### src/rtl/l1_mem_arbiter.sv
// l1_mem_arbiter: shares one next-level memory port between I-cache and D-cache line bursts.
// Optional macro ARB_RR_EN selects round-robin arbitration instead of fixed D-over-I priority.
module l1_mem_arbiter #(
    parameter int bit_size   = 32,
    parameter int LINE_WORDS = 4,
    parameter int IDX_W      = 2
) (
    input  logic                clk,
    input  logic                rst,
    input  logic                ic_req,
    input  logic [bit_size-1:0] ic_addr,
    output logic [bit_size-1:0] ic_rdata,
    output logic                ic_rvalid,
    output logic                ic_done,
    output logic                ic_stall,
    input  logic                dc_req,
    input  logic                dc_we,
    input  logic [bit_size-1:0] dc_addr,
    input  logic [bit_size-1:0] dc_wdata,
    output logic [bit_size-1:0] dc_rdata,
    output logic                dc_rvalid,
    output logic                dc_done,
    output logic                dc_stall,
    output logic [IDX_W-1:0]    word_idx,
    output logic                mem_req,
    output logic                mem_we,
    output logic [bit_size-1:0] mem_addr,
    output logic [bit_size-1:0] mem_wdata,
    input  logic [bit_size-1:0] mem_rdata,
    input  logic                mem_ack
);
    typedef enum logic [1:0] {IDLE, BURST_I, BURST_D, DONE} state_t;

    localparam logic [bit_size-1:0] OFF_MASK = bit_size'(LINE_WORDS*4-1);
    localparam logic [IDX_W-1:0]    LAST_IDX = IDX_W'(LINE_WORDS-1);

    state_t              state_q, state_d;
    logic [IDX_W-1:0]    idx_q, idx_d;
    logic [bit_size-1:0] base_q, base_d;
    logic                we_q, we_d;
    logic                own_q, own_d;
    logic                pick_d;
    logic                in_burst;

`ifdef ARB_RR_EN
    logic last_q, last_d;
    assign pick_d = dc_req & (~ic_req | ~last_q);
`else
    assign pick_d = dc_req;
`endif

    // next-state: grant in IDLE, count acked beats, one DONE cycle per burst
    always_comb begin
        state_d = state_q;
        idx_d   = idx_q;
        base_d  = base_q;
        we_d    = we_q;
        own_d   = own_q;
`ifdef ARB_RR_EN
        last_d  = last_q;
`endif
        case (state_q)
            IDLE: if (ic_req | dc_req) begin
                state_d = pick_d ? BURST_D : BURST_I;
                own_d   = pick_d;
                base_d  = (pick_d ? dc_addr : ic_addr) & ~OFF_MASK;
                we_d    = pick_d & dc_we;
                idx_d   = '0;
`ifdef ARB_RR_EN
                last_d  = pick_d;
`endif
            end
            BURST_I, BURST_D: if (mem_ack) begin
                idx_d   = idx_q + IDX_W'(1);
                state_d = (idx_q == LAST_IDX) ? DONE : state_q;
            end
            DONE: state_d = IDLE;
            default: state_d = IDLE;
        endcase
    end

    // state registers; reset abandons any partial burst
    always_ff @(posedge clk or negedge rst) begin
        if (!rst) begin
            state_q <= IDLE;
            idx_q   <= '0;
            base_q  <= '0;
            we_q    <= 1'b0;
            own_q   <= 1'b0;
`ifdef ARB_RR_EN
            last_q  <= 1'b0;
`endif
        end else begin
            state_q <= state_d;
            idx_q   <= idx_d;
            base_q  <= base_d;
            we_q    <= we_d;
            own_q   <= own_d;
`ifdef ARB_RR_EN
            last_q  <= last_d;
`endif
        end
    end

    assign in_burst  = (state_q == BURST_I) | (state_q == BURST_D);
    assign word_idx  = idx_q;
    assign mem_req   = in_burst;
    assign mem_we    = (state_q == BURST_D) & we_q;
    assign mem_addr  = in_burst ? base_q + bit_size'({idx_q, 2'b00}) : '0;
    assign mem_wdata = mem_we ? dc_wdata : '0;
    assign ic_rvalid = (state_q == BURST_I) & mem_ack;
    assign dc_rvalid = (state_q == BURST_D) & mem_ack;
    assign ic_rdata  = ic_rvalid ? mem_rdata : '0;
    assign dc_rdata  = (dc_rvalid & ~we_q) ? mem_rdata : '0;
    assign ic_done   = (state_q == DONE) & ~own_q;
    assign dc_done   = (state_q == DONE) & own_q;
    assign ic_stall  = rst & ic_req & ~ic_done;
    assign dc_stall  = rst & dc_req & ~dc_done;
endmodule

### config.mk
export PLATFORM = sky130hd
export DESIGN_NAME = l1_mem_arbiter
export DESIGN_NICKNAME = d
export VERILOG_FILES = /design/src/rtl/l1_mem_arbiter.sv
export SDC_FILE = /design/constraint.sdc
export NUM_CORES = 1
export LEC_CHECK = 0
export BUFFER_PORTS_ARGS = -buffer_cell sky130_fd_sc_hd__buf_2
export CAP_MARGIN = 20
export CORE_AREA = 2 2 106 108
export DETAILED_ROUTE_END_ITERATION = 16
export DIE_AREA = 0 0 108 110
export PLACE_DENSITY = 0.7
export SLEW_MARGIN = 20
export SYNTH_ARGS = -nofsm -noshare
export SYNTH_HDL_FRONTEND = slang
export SYNTH_SLANG_ARGS = --single-unit
### constraint.sdc
create_clock -name clk -period 3.1 [get_ports clk]
set_input_delay 0.465 -clock clk [delete_from_list [all_inputs] [get_ports clk]]
set_output_delay 0.465 -clock clk [all_outputs]
set_load 0.01 [all_outputs]
==> run_results.csv <==
group,metric,value,unit
logic_synthesis,async_flop_share,1.000,
detailed_routing,routed.top_layer,"met5",
detailed_routing,wl_met1,3651,µm
die,die-area,11880,µm²
min_path,holdPathEnd,"we_q",
global_routing,globalRouteOverflowTotal,0,
global_routing,antenna_found_initial,1,
logic_synthesis,ys_types,28,
place,io_buffers,261,
clocking,worstSkewPairLatency,0.28,ns
worst_setup_path,rr_worst_depth,5,
logic_synthesis,synth_commonest_cells,"66 x and2_1, 64 x and3_1, 37 x nand2_1",
die,ios,272,
min_path,hp-start,"dc_we",
logic_synthesis,syn_area_per_cell,8.321,µm²
sta,slew_viol_final,0,
cells_and_area,fillers,1133,
die,core,10700,µm²
power_and_ir_drop,power.total,0.003155,W
sta,setup-violations-final,0,
worst_setup_path,reg2reg_to,"word_idx[1]",
global_routing,grt_util_all_layers,0.1393,
detailed_routing,wirelength,9321,µm
sta,finalHoldViolCount,0,
detailed_routing,drt_iter0_drc,149,
detailed_routing,vias,3152,
place,placedCellCount,697,
detailed_routing,ant_nets,0,
logic_synthesis,synth_area_leaders,"dfrtp_1 32%, and2_1 15%, and3_1 15%",
global_routing,grt_pass1_wl,13180,µm
die,die_x,108,µm
run,max_cap_violations,0,
logic_synthesis,synthesis.area,2688,µm²
clocking,cts_tree,"done",
detailed_routing,avgViaCountPerCell,4.465,
cells_and_area,final_cells,706,
die,start_util,0.2512,
power_and_ir_drop,p_leak,2.693,nW
worst_setup_path,worst-r2r-setup-slack,1.25,ns
clocking,htree_levels,2,
logic_synthesis,ys_seq_area_frac,0.3166,
worst_setup_path,arrival,1.98,ns
sta,worst_pin_slew,0.8956,ns
global_routing,grt_pass1_vias,2715,
clocking,cts_buffer_depth,2,
sta,slew_headroom,0.4029,
logic_synthesis,synth_most_common_cell,"and2_1",
detailed_routing,wire_per_inst,13.20,µm
worst_setup_path,start_kind,"register",
place,placed_area,4001,µm²
die,rows,38,
detailed_routing,drcViolationCount,0,
die,dieHeight,110,µm
detailed_routing,met3_length,744,µm
worst_setup_path,required,2.63,ns
power_and_ir_drop,power.density,765.1,nW/µm²
clocking,cts_sinks,34,
status,status,"complete, no violations",
cells_and_area,final_util,0.3855,
cells_and_area,layout-drive-gt1-share,0.4876,
worst_setup_path,worstPathMaxFanout,33,
sta,fin_crit,2.443,ns
cells_and_area,nets,705,
clocking,numCtsBuffers,5,
clocking,ctsResizeCount,0,
min_path,worstHoldPathType,"input pin to register",
logic_synthesis,yosys_register_bits,34,
worst_setup_path,r2r-start,"state_q[0]",
logic_synthesis,syn_inst,323,
min_path,holdPathStages,3,
power_and_ir_drop,ir_drop,409.5,µV
logic_synthesis,ys_warn_count,0,
sta,clock.fmax,0.4093,GHz
global_routing,grt_max_degree,59,
logic_synthesis,netlist.area_leader.share,0.3166,
place,place_congestion,0.7398,
worst_setup_path,cp-startpoint,"state_q[1]",
clocking,clockRootBuffer,"clkbuf_8",
logic_synthesis,synthFlopType,"dfrtp_1",
detailed_routing,drt_first_pass_iters,4,
clocking,post_cts_buffers,0,
sta,setup_tns,0,ns
place,place_hpwl,7326,µm
sta,min_period_over_period,0.7882,
cells_and_area,syn2layout_area_growth,53.45,%
sta,rsz0062_at_grt,"no",
cells_and_area,num_antenna_cells,0,
cells_and_area,final_area,4124,µm²
sta,fin_skew,0.008268,ns
worst_setup_path,path_class,"register to output pin",
worst_setup_path,endpoint_kind,"output pin",
logic_synthesis,synth_area_leader_cell,"dfrtp_1",
clocking,clkSlewWorstSetupHoldPaths,0.07,ns
logic_synthesis,synth-edff-count,0,
detailed_routing,wl_met2,4839,µm
where the power goes:
| part | switching [W] | internal (W) | leakage [nW] |
|---|---|---|---|
| Sequential | 0.000164 | 0.000665 | 0.418 |
| Combinational | 0.00109 | 0.000832 | 2.22 |
| Clock | 0.000166 | 0.000240 | 0.0514 |
| Total | 0.00142 | 0.00174 | 2.69 |
repair_timing:
item                                   in CTS  in global routing
setup endpoints to repair                   0                  0
hold buffers                                1                  0
endpoints found under the hold margin       2                  0
registers in the layout, indices dropped and copies added (netlist names):
register,flops
base_q,28
state_q,2
word_idx,2
own_q,1
we_q,1
cell type report:
type	instances	area, µm²	share of cell area
clock buffer	6	72.57	0.01760
sequential	34	850.8	0.2063
tap	140	175.2	0.04248
inverter	3	11.26	0.002731
multi-input combinational	255	1630	0.3953
timing repair buffer	266	1346	0.3265
clock inverter	2	37.54	0.009102
placed cells by master, fill, tap and decap left out, drive strengths merged:
cell         Yosys  final
buf             15    265
and2            66     66
and3            64     64
nand2           37     37
dfrtp           34     34
mux2i           31     31
o21ai           31     31
ha               6      6
clkbuf          17      6
a21oi            4      4
inv              3      3
nand3            3      3
nor2             2      2
conb             1      2
and2b            1      1
nor2b            1      1
nor3b            1      1
o211ai           1      1
nand2b           1      1
a221o            1      1
or2b             1      1
nor4b            1      1
nor3             1      1
clkinvlp         0      1
bufinv           0      1
dlygate4sd3      0      1
worst max-delay path by stage:
stage,to,slack (ns),depth (start not counted)
after floorplan,dc_rdata[0],1.26,6
after global placement,mem_addr[19],0.80,4
after detailed placement,mem_addr[3],0.73,4
after global routing,ic_rdata[25],0.53,4
final,ic_rdata[25],0.66,4
after CTS,mem_addr[3],0.40,4
metrics by stage:
step,hold slack [ns],setup WS (ns)
CTS,0.4033,0.4014
floorplan,0.1694,1.256
global route,0.4261,0.5330
detailed placement,0.2918,0.7332
global placement,0.2887,0.8049
finish,0.4171,0.6567
worst max-delay path, stage by stage, from the launching register on:
cell and delay (ns):
dfrtp_1 0.40, inv_1 0.13, ha_1 0.76, and3_1 0.26, buf_2 0.13
cells by family after synthesis:
group | count (synthesis) | share of synthesized area
AO/OA/AOI/OAI | 37 | 0.07589
adder cells (fa/ha/maj) | 6 | 0.02793
buffers and inverters | 35 | 0.07914
flip-flops | 34 | 0.3166
multiplexers | 31 | 0.1155
other | 1 | 0.001395
AND/OR/NAND/NOR | 179 | 0.3836
routing by layer:
metal | track usage | up-vias
met5 | 0 | -
met4 | 0.03022 | 2
met3 | 0.02939 | 7
met2 | 0.2668 | 147
met1 | 0.1585 | 1433
li1 | - | 1563
No activity file was read; power rests on OpenSTA's default activity.
